**config.mk**
```make
export PLATFORM = sky130hd
export DESIGN_NAME = ctrl_stage_pipe
export DESIGN_NICKNAME = d
export VERILOG_FILES = /design/src/rtl/ctrl_stage_pipe.sv
export SDC_FILE = /design/constraint.sdc
export NUM_CORES = 1
export LEC_CHECK = 0
export CORE_ASPECT_RATIO = 1.4
export CORE_MARGIN = 4
export CORE_UTILIZATION = 50
export CTS_BUF_LIST = sky130_fd_sc_hd__clkbuf_4 sky130_fd_sc_hd__clkbuf_8
export DETAILED_ROUTE_END_ITERATION = 8
export PLACE_DENSITY = 0.87
export SYNTH_ARGS = -nofsm -noshare
export SYNTH_HDL_FRONTEND = slang
export SYNTH_SLANG_ARGS = --single-unit
export TNS_END_PERCENT = 50
```
**constraint.sdc**
```tcl
create_clock -name clk_i -period 3.43 [get_ports clk_i]
set_input_delay 0.343 -clock clk_i [delete_from_list [all_inputs] [get_ports clk_i]]
set_output_delay 0.343 -clock clk_i [all_outputs]
set_load 0.005 [all_outputs]
```
**src/rtl/ctrl_stage_pipe.sv**
```systemverilog
// Control-bundle pipeline from ID through WB: one register per stage, with bubble
// insertion, global freeze, per-stage flush, per-stage valid bits and a bubble counter.
module ctrl_stage_pipe #(
  parameter int unsigned       CTRL_W    = 10,
  parameter int unsigned       STAGES    = 3,
  parameter logic [CTRL_W-1:0] NOP_VALUE = '0,
  parameter int unsigned       CNT_W     = 16
) (
  input  logic                     clk_i,
  input  logic                     rst_i,
  input  logic [CTRL_W-1:0]        ctrl_i,
  input  logic                     valid_i,
  input  logic                     bubble_i,
  input  logic                     freeze_i,
  input  logic [STAGES-1:0]        flush_i,
  input  logic                     cnt_clr_i,
  output logic [STAGES*CTRL_W-1:0] ctrl_o,
  output logic [STAGES-1:0]        valid_o,
  output logic [CNT_W-1:0]         bubble_cnt_o
);

  logic [CTRL_W-1:0] word_q [STAGES];
  logic [CTRL_W-1:0] word_d [STAGES];
  logic [STAGES-1:0] valid_q, valid_d;
  logic [CNT_W-1:0]  cnt_q, cnt_d;
  logic              cnt_event;
  logic              cnt_sat;

  // Stage next-state: flush beats freeze, freeze beats advance.
  always_comb begin : stage_next
    for (int unsigned k = 0; k < STAGES; k++) begin
      word_d[k]  = word_q[k];
      valid_d[k] = valid_q[k];
    end

    if (!freeze_i) begin
      word_d[0]  = bubble_i ? NOP_VALUE : ctrl_i;
      valid_d[0] = valid_i & ~bubble_i;
      for (int unsigned k = 1; k < STAGES; k++) begin
        word_d[k]  = word_q[k-1];
        valid_d[k] = valid_q[k-1];
      end
    end

    for (int unsigned k = 0; k < STAGES; k++) begin
      if (flush_i[k]) begin
        word_d[k]  = NOP_VALUE;
        valid_d[k] = 1'b0;
      end
    end
  end

  // A bubble counts whenever stage 0 would have advanced, even if stage 0 is flushed.
  assign cnt_event = bubble_i & ~freeze_i;
  assign cnt_sat   = &cnt_q;

  always_comb begin : cnt_next
    cnt_d = cnt_q;
    if (cnt_clr_i) begin
      cnt_d = '0;
    end else if (cnt_event && !cnt_sat) begin
      cnt_d = cnt_q + CNT_W'(1);
    end
  end

  always_ff @(posedge clk_i) begin
    if (rst_i) begin
      for (int unsigned k = 0; k < STAGES; k++) begin
        word_q[k] <= NOP_VALUE;
      end
      valid_q <= '0;
      cnt_q   <= '0;
    end else begin
      for (int unsigned k = 0; k < STAGES; k++) begin
        word_q[k] <= word_d[k];
      end
      valid_q <= valid_d;
      cnt_q   <= cnt_d;
    end
  end

  for (genvar g = 0; g < STAGES; g++) begin : gen_out
    assign ctrl_o[g*CTRL_W +: CTRL_W] = word_q[g];
  end

  assign valid_o      = valid_q;
  assign bubble_cnt_o = cnt_q;

endmodule

```
# After elaboration in Yosys (flattened, before gate mapping)
# Memories as Yosys holds them, arrays and structs flattened.
# Index checks and enable logic that the tools add are counted.
# Widths: inputs -> output; s select.
op_classes:
  reduce_logical: 7
  add_sub_neg: 1
  mux: 11
  bitwise_logic: 7
ops:
  columns: ["op", "count"]
  rows:
  - ["$mux 10", 7]
  - ["$mux 30", 1]
  - ["$add 16x1->16 const B", 1]
  - ["$reduce_and 16->1", 1]
  - ["$reduce_or 2->1", 4]
  - ["$mux 1", 3]
  - ["$or 1x1->1", 3]
  - ["$and 1x1->1", 2]
  - ["$not 1->1", 2]
  - ["$logic_and 1x1->1", 1]
  - ["$logic_not 1->1", 1]
word_totals:
  mem_count: 1
  in_bits: 19
  output_inout_bits: 49
  register_bits: 19
  elab_cells: 31
  ram_bits: 30
memory_table:
  columns: ["name", "words", "word_bits", "rd", "rd_ports_with_merged_regs", "wr", "line", "source"]
  rows:
  - ["word_q", 3, 10, 3, 0, 3, "22", "logic [CTRL_W-1:0] word_q [STAGES];"]

# Logic depth before layout (Yosys ltp)
# Gate-level depths: netlist of run 1.
depth:
  word_depth: 4
  depth_mapped: 6
  ltp_nobuf: 5

# Least setup slack after synthesis of run 1
# No wires, ideal clock.
synth_path:
  kind: "in2reg"
  from: "in freeze_i"
  to: "reg cnt_q[13], in the netlist bubble_cnt_o[13]"
  setup_slack_ns: 1.536
  path_stages: 6
  required_ns: 3.360
  path_buffers: 2
  setup_time_ns: 0.070
  t_arrival_ns: 1.824
  path_cell_list: "buf_6 > nand2b_4 > or4_1 > buf_2 > or4_1 > a21oi_1"
synth_via:
  elab_chain_len: 3
synth_rtl:
  columns: ["item", "line", "source"]
  rows:
  - ["from (decl)", "14", "input logic freeze_i,"]
  - ["$not 1->1", "54", "assign cnt_event = bubble_i & ~freeze_i;"]
  - ["$and 1x1->1", "54", null]
  - ["$logic_and 1x1->1", "61", "end else if (cnt_event && !cnt_sat) begin"]
  - ["to (signal assigned)", "78", "cnt_q <= cnt_d;"]
  - ["to (decl)", "25", "logic [CNT_W-1:0] cnt_q, cnt_d;"]
# Every way passes these cells.
# A chain may end at the register's enable or synchronous reset.

# Worst setup path in the final report of run 1
# Ends and elaborated chain as after synthesis.

==> impl_metrics.yaml, run 1 <==
pwr:
  power_density_mw_per_mm2: 389
  total_power_mw: 1.07
  peakVddDrop_v: 0.000356
  p_leak_nw: 0.953
yosys:
  synth_top_area_share_pct: 49.8
  synth.avg_cell_area_um2: 9.25
  yosys_warnings: 0
  yosys.cell_types.count: 27
  syn_area_mm2: 0.00197
  yosysSeqAreaShare_pct: 49.8
  syn-instance-count: 213
  ys_seq_elements: 49
  synth_nets: 233
  synth_top_cells_by_area: "dfxtp_1 50%, mux2i_1 11%, nor2_1 6.9%"
  yosysTopAreaCell: "dfxtp_1"
drt:
  ant_nets: 0
  vias: 1875
  drt_iter0_markers: 155
  vias_per_cell: 5.88
  drc: 0
  drt-total-wl_mm: 4.97
  dr.pass1.iters: 5
  routedWlPerCell_um: 15.6
global_routing:
  antenna_found_initial: 0
  grt_overflow: 0
  grt_pass1_vias: 1745
  grt_pass1_wl_mm: 8.01
  grtUsageTotal_pct: 21.0
  grt_max_degree: 38
sta:
  maxSlewViolCount: 0
  hold_viol: 0
  period_share_pct: 61.4
  slew_headroom_pct: 42.1
  whs_ns: 0.499
  fmax_ghz: 0.475
  fin_skew_ns: 0.00424
  worst_slew_pin_slew_ns: 0.868
  min_period_ns: 2.11
  rsz0062_at_grt: "no"
  setup_viol: 0
  finalSetupTns_ns: 0
placement:
  io_buffer_count: 67
  place.gp.congestion: 0.892
  dpl.cell_count: 311
  dp_hpwl_mm: 3.49
run_status:
  status: "complete, no violations"
setup_path:
  cp_max_fo: 37
  required_ns: 3.66
  end_kind: "flip-flop"
  worstSetupPathType: "in2reg"
  crit_path_start_kind: "input port"
  arrival_ns: 2.34
final_layout:
  final_cells: 319
  drive_gt1_share_pct: 5.78
  nets: 296
  num_antenna_cells: 0
  syn2layout_area_growth_pct: 40.2
floorplan:
  io_pins: 68
  die_area_mm2: 0.00502
  placementRows: 26
  coreArea_mm2: 0.00374
  die_h_um: 82.3
  initial_core_util_pct: 52.6
  fp.dieW_um: 61.0
cts:
  cts_setup_buffers: 0
  cts_made_buffers: 5
  clk-insertion-delay-late_ns: 0.29
  clock-sinks: 49
  clockBufferDepth: 2
  cts_max_level: 2
  clkTransAtPathRegs_ns: 0.09
  cts_tree: "built"
  ctsHoldBuffers: 0
  root_buffer: "clkbuf_8"
  cts_resized: 0
hold_path:
  worstHoldPathType: "reg2reg"
run:
  maxCapViolations: 0
==> synth_stat cells (all sizes together) <==
| master | number |
|---|---|
| dfxtp | 49 |
| nor2 | 36 |
| mux2i | 22 |
| a21oi | 15 |
| o21ai | 11 |
| a22oi | 10 |
| clkbuf | 10 |
| or3 | 10 |
| nand3 | 8 |
| or4 | 7 |
| nand4 | 5 |
| o31ai | 5 |
| or2 | 5 |
| nand2 | 4 |
| a31oi | 2 |
| and4 | 2 |
| buf | 2 |
| nor3 | 2 |
| a211oi | 1 |
| and3 | 1 |
| ha | 1 |
| inv | 1 |
| nand2b | 1 |
| nor2b | 1 |
| nor3b | 1 |
| nor4 | 1 |
==> worst paths after layout <==
check | slack [ns] | startpoint | end | cells after the start
worst min register to register | 0.50 | bubble_cnt_o[15]$_SDFFE_PP0P_ | bubble_cnt_o[15]$_SDFFE_PP0P_ | 2
worst max register to register | 1.39 | bubble_cnt_o[3]$_SDFFE_PP0P_ | bubble_cnt_o[13]$_SDFFE_PP0P_ | 4
worst min-delay path | 0.50 | bubble_cnt_o[15]$_SDFFE_PP0P_ | bubble_cnt_o[15]$_SDFFE_PP0P_ | 2
worst max-delay path | 1.32 | freeze_i | bubble_cnt_o[13]$_SDFFE_PP0P_ | 5
==> report_power, final <==
group | internal [mW] | switching, mW | total [mW]
combinational | 0.0368 | 0.0322 | 0.0691
clock | 0.246 | 0.184 | 0.430
sequential | 0.572 | 0.00316 | 0.575
total | 0.855 | 0.220 | 1.07
==> flip-flops by register name, indices dropped and copies added (netlist names) <==
register / flops
bubble_cnt_o: 16
valid_o: 3
word_q: 30
==> routing by layer <==
metal	share of wire [%]	up-vias	track usage, %	routed length, µm
met3	10	8	7.93	506
met5	0	-	0	0
met2	49	102	34.3	2440
li1	-	902	-	-
met1	39	863	24.8	1960
met4	1.3	0	6.94	67
==> cells by family (layout without fill, tap and decap cells) <==
| logic type | after synthesis | count (layout) | share of synthesized area (%) |
|---|---|---|---|
| AND/OR/NAND/NOR | 84 | 84 | 22.1 |
| multiplexers | 22 | 22 | 11.2 |
| AO/OA/AOI/OAI | 44 | 44 | 13.3 |
| adder cells (fa/ha/maj) | 1 | 1 | 0.635 |
| buffers and inverters | 13 | 77 | 2.92 |
| flip-flops | 49 | 49 | 49.8 |
==> cell type report <==
class	count	area, µm²
well taps	42	52.6
clock inverters	1	30.0
clock buffers	7	90.1
inverters	1	3.75
multi-input cells	151	931
fillers	271	980
flip-flops and latches	49	981
repair buffers	68	673
==> placed cells by master (no fill, tap or decap), types with 2 or more instances in the layout <==
cell	netlist	routed
clkdlybuf4s50_1	0	66
dfxtp_1	49	49
nor2_1	36	36
mux2i_1	22	22
a21oi_1	15	15
o21ai_0	11	11
or3_1	10	10
a22oi_1	10	10
nand3_1	8	8
or4_1	7	7
clkbuf_8	0	6
nand4_1	5	5
o31ai_1	5	5
or2_2	5	5
nand2_1	4	4
and4_1	2	2
nor3_1	2	2
a31oi_1	2	2
==> through the flow <==
stage | instance area (µm²) | utilization [%] | setup WS [ns]
detailed placement | 2640 | 70.6 | 1.03
floorplan | 1970 | - | 1.54
global route | 2760 | 73.8 | 1.27
finish | 2760 | 73.8 | 1.32
CTS | 2760 | 73.8 | 1.34
global placement | 2640 | 70.6 | 1.04
==> worst max-delay path, stage by stage <==
cell and delay [ns]:
buf_2 0.38, nand2b_4 0.32, or4_1 0.65, or4_1 0.50
a21oi_1 0.14
No activity file was read; power rests on OpenSTA's default activity.
==> run 2: changes to the inputs <==
--- a/config.mk
+++ b/config.mk
@@ -7,10 +7,10 @@
 export LEC_CHECK = 0
 export CORE_ASPECT_RATIO = 1.4
 export CORE_MARGIN = 4
-export CORE_UTILIZATION = 50
+export CORE_UTILIZATION = 46
 export CTS_BUF_LIST = sky130_fd_sc_hd__clkbuf_4 sky130_fd_sc_hd__clkbuf_8
 export DETAILED_ROUTE_END_ITERATION = 8
-export PLACE_DENSITY = 0.87
+export PLACE_DENSITY = 0.81
 export SYNTH_ARGS = -nofsm -noshare
 export SYNTH_HDL_FRONTEND = slang
 export SYNTH_SLANG_ARGS = --single-unit
==> constraint.sdc (replaced) <==
create_clock -name clk_i -period 2.16 [get_ports clk_i]
set_input_delay 0.216 -clock clk_i [delete_from_list [all_inputs] [get_ports clk_i]]
set_output_delay 0.216 -clock clk_i [all_outputs]
set_load 0.005 [all_outputs]
==> impl_metrics.yaml, run 2 (synthesis results as in run 1) <==
setup_path:
  arrival_ns: 2.16
  required_ns: 2.39
  cp_max_fo: 8
  worstSetupPathType: "reg2reg"
  crit_path_start_kind: "flip-flop"
  rrSetupSlack_ns: 0.23
  end_kind: "flip-flop"
cts:
  cts_setup_buffers: 0
  cts_resized: 0
  cts_max_level: 2
  cts_tree: "built"
  clk-insertion-delay-late_ns: 0.30
  cts_made_buffers: 5
  ctsHoldBuffers: 0
  clock-sinks: 49
  root_buffer: "clkbuf_8"
  clockBufferDepth: 2
  clkTransAtPathRegs_ns: 0.09
sta:
  fmax_ghz: 0.518
  period_share_pct: 89.4
  rsz0062_at_grt: "no"
  fin_ws_ns: 0.229
  finalSetupTns_ns: 0
  min_period_ns: 1.93
  hold_viol: 0
  maxSlewViolCount: 0
  setup_viol: 0
  fin_skew_ns: 0.00375
  whs_ns: 0.472
  slew_headroom_pct: 56.7
  worst_slew_pin_slew_ns: 0.644
global_routing:
  grt_pass1_wl_mm: 8.55
  grt_pass1_vias: 1881
  grt_max_degree: 37
  grt_overflow: 0
  grtUsageTotal_pct: 19.4
  antenna_found_initial: 0
placement:
  place.gp.congestion: 0.883
  dp_hpwl_mm: 3.72
  io_buffer_count: 67
  dpl.cell_count: 320
  dp_slack_ns: 0.0545
final_layout:
  nets: 304
  regMostFlops: "word_q"
  largest_reg_flops: 30
  fin_util_pct: 70.2
  final_common_cell: "clkdlybuf4s50_1"
  layout_common_cells: "66 x clkdlybuf4s50_1, 49 x dfxtp_1, 36 x nor2_1"
  final_cells: 328
  num_antenna_cells: 0
  drive_gt1_share_pct: 8.42
  syn2layout_area_growth_pct: 43.3
drt:
  drt-total-wl_mm: 5.08
  vias: 1870
  drc: 0
  dr.pass1.iters: 4
  vias_per_cell: 5.70
  routedWlPerCell_um: 15.5
  ant_nets: 0
  drt_iter0_markers: 112
floorplan:
  initial_core_util_pct: 49.0
  fp.dieW_um: 63.3
  die_area_mm2: 0.00541
  die_h_um: 85.4
  placementRows: 27
  coreArea_mm2: 0.00402
  io_pins: 68
run:
  maxCapViolations: 0
pwr:
  peakVddDrop_v: 0.000464
  power_density_mw_per_mm2: 605
  p_leak_nw: 0.988
run_status:
  status: "complete, no violations"
hold_path:
  worstHoldPathType: "in2reg"
==> run 2: cell count changes in the layout (fill, tap and decap cells not counted) <==
| cell | previous run | this run |
|---|---|---|
| clkinvlp_4 | 0 | 1 |
| buf_4 | 1 | 9 |
| clkbuf_4 | 1 | 0 |
==> run 2: final cells by class <==
cell class / count / area, µm²
fill: 324 / 1200
sequential: 49 / 981
multi-input combinational: 151 / 931
timing repair buffer: 76 / 733
clock buffer: 6 / 82.6
tap: 43 / 53.8
clock inverter: 2 / 37.5
inverter: 1 / 3.75
==> run 2: final timing paths <==
kind / startpoint / end / cells past startpoint
max: bubble_cnt_o[2]$_SDFFE_PP0P_ / bubble_cnt_o[11]$_SDFFE_PP0P_ / 5
min: freeze_i / bubble_cnt_o[0]$_SDFFE_PP0P_ / 5
max reg2reg: bubble_cnt_o[2]$_SDFFE_PP0P_ / bubble_cnt_o[11]$_SDFFE_PP0P_ / 5
min reg2reg: word_q[0][22]$_SDFFE_PP0N_ / word_q[0][22]$_SDFFE_PP0N_ / 2
==> run 2: metrics by stage <==
step | total power [mW] | instance area (µm²)
floorplan | 0.990 | 1970
global placement | 1.05 | 2700
detailed placement | 1.05 | 2700
CTS | 1.72 | 2820
global route | 1.77 | 2820
finish | 1.71 | 2820
==> run 2: critical path, stage by stage (launching register included) <==
cell,delay (ns)
dfxtp_1,0.45
nand3_1,0.17
or4_1,0.57
buf_4,0.19
or3_1,0.32
a21oi_1,0.16
==> run 2: per-layer routing <==
layer  vias up  share of wire (%)  global-route usage [%]
met3         9                7.5                    5.96
met4         0                1.9                    6.09
li1        911                  -                       -
met1       872                 40                    20.9
met2        78                 51                    35.9
met5         -                  0                       0
==> run 2: power breakdown <==
group | total [mW] | switching, mW | internal [mW]
clock | 0.680 | 0.304 | 0.377
combinational | 0.115 | 0.0522 | 0.0626
sequential | 0.913 | 0.00480 | 0.908
total | 1.71 | 0.361 | 1.35
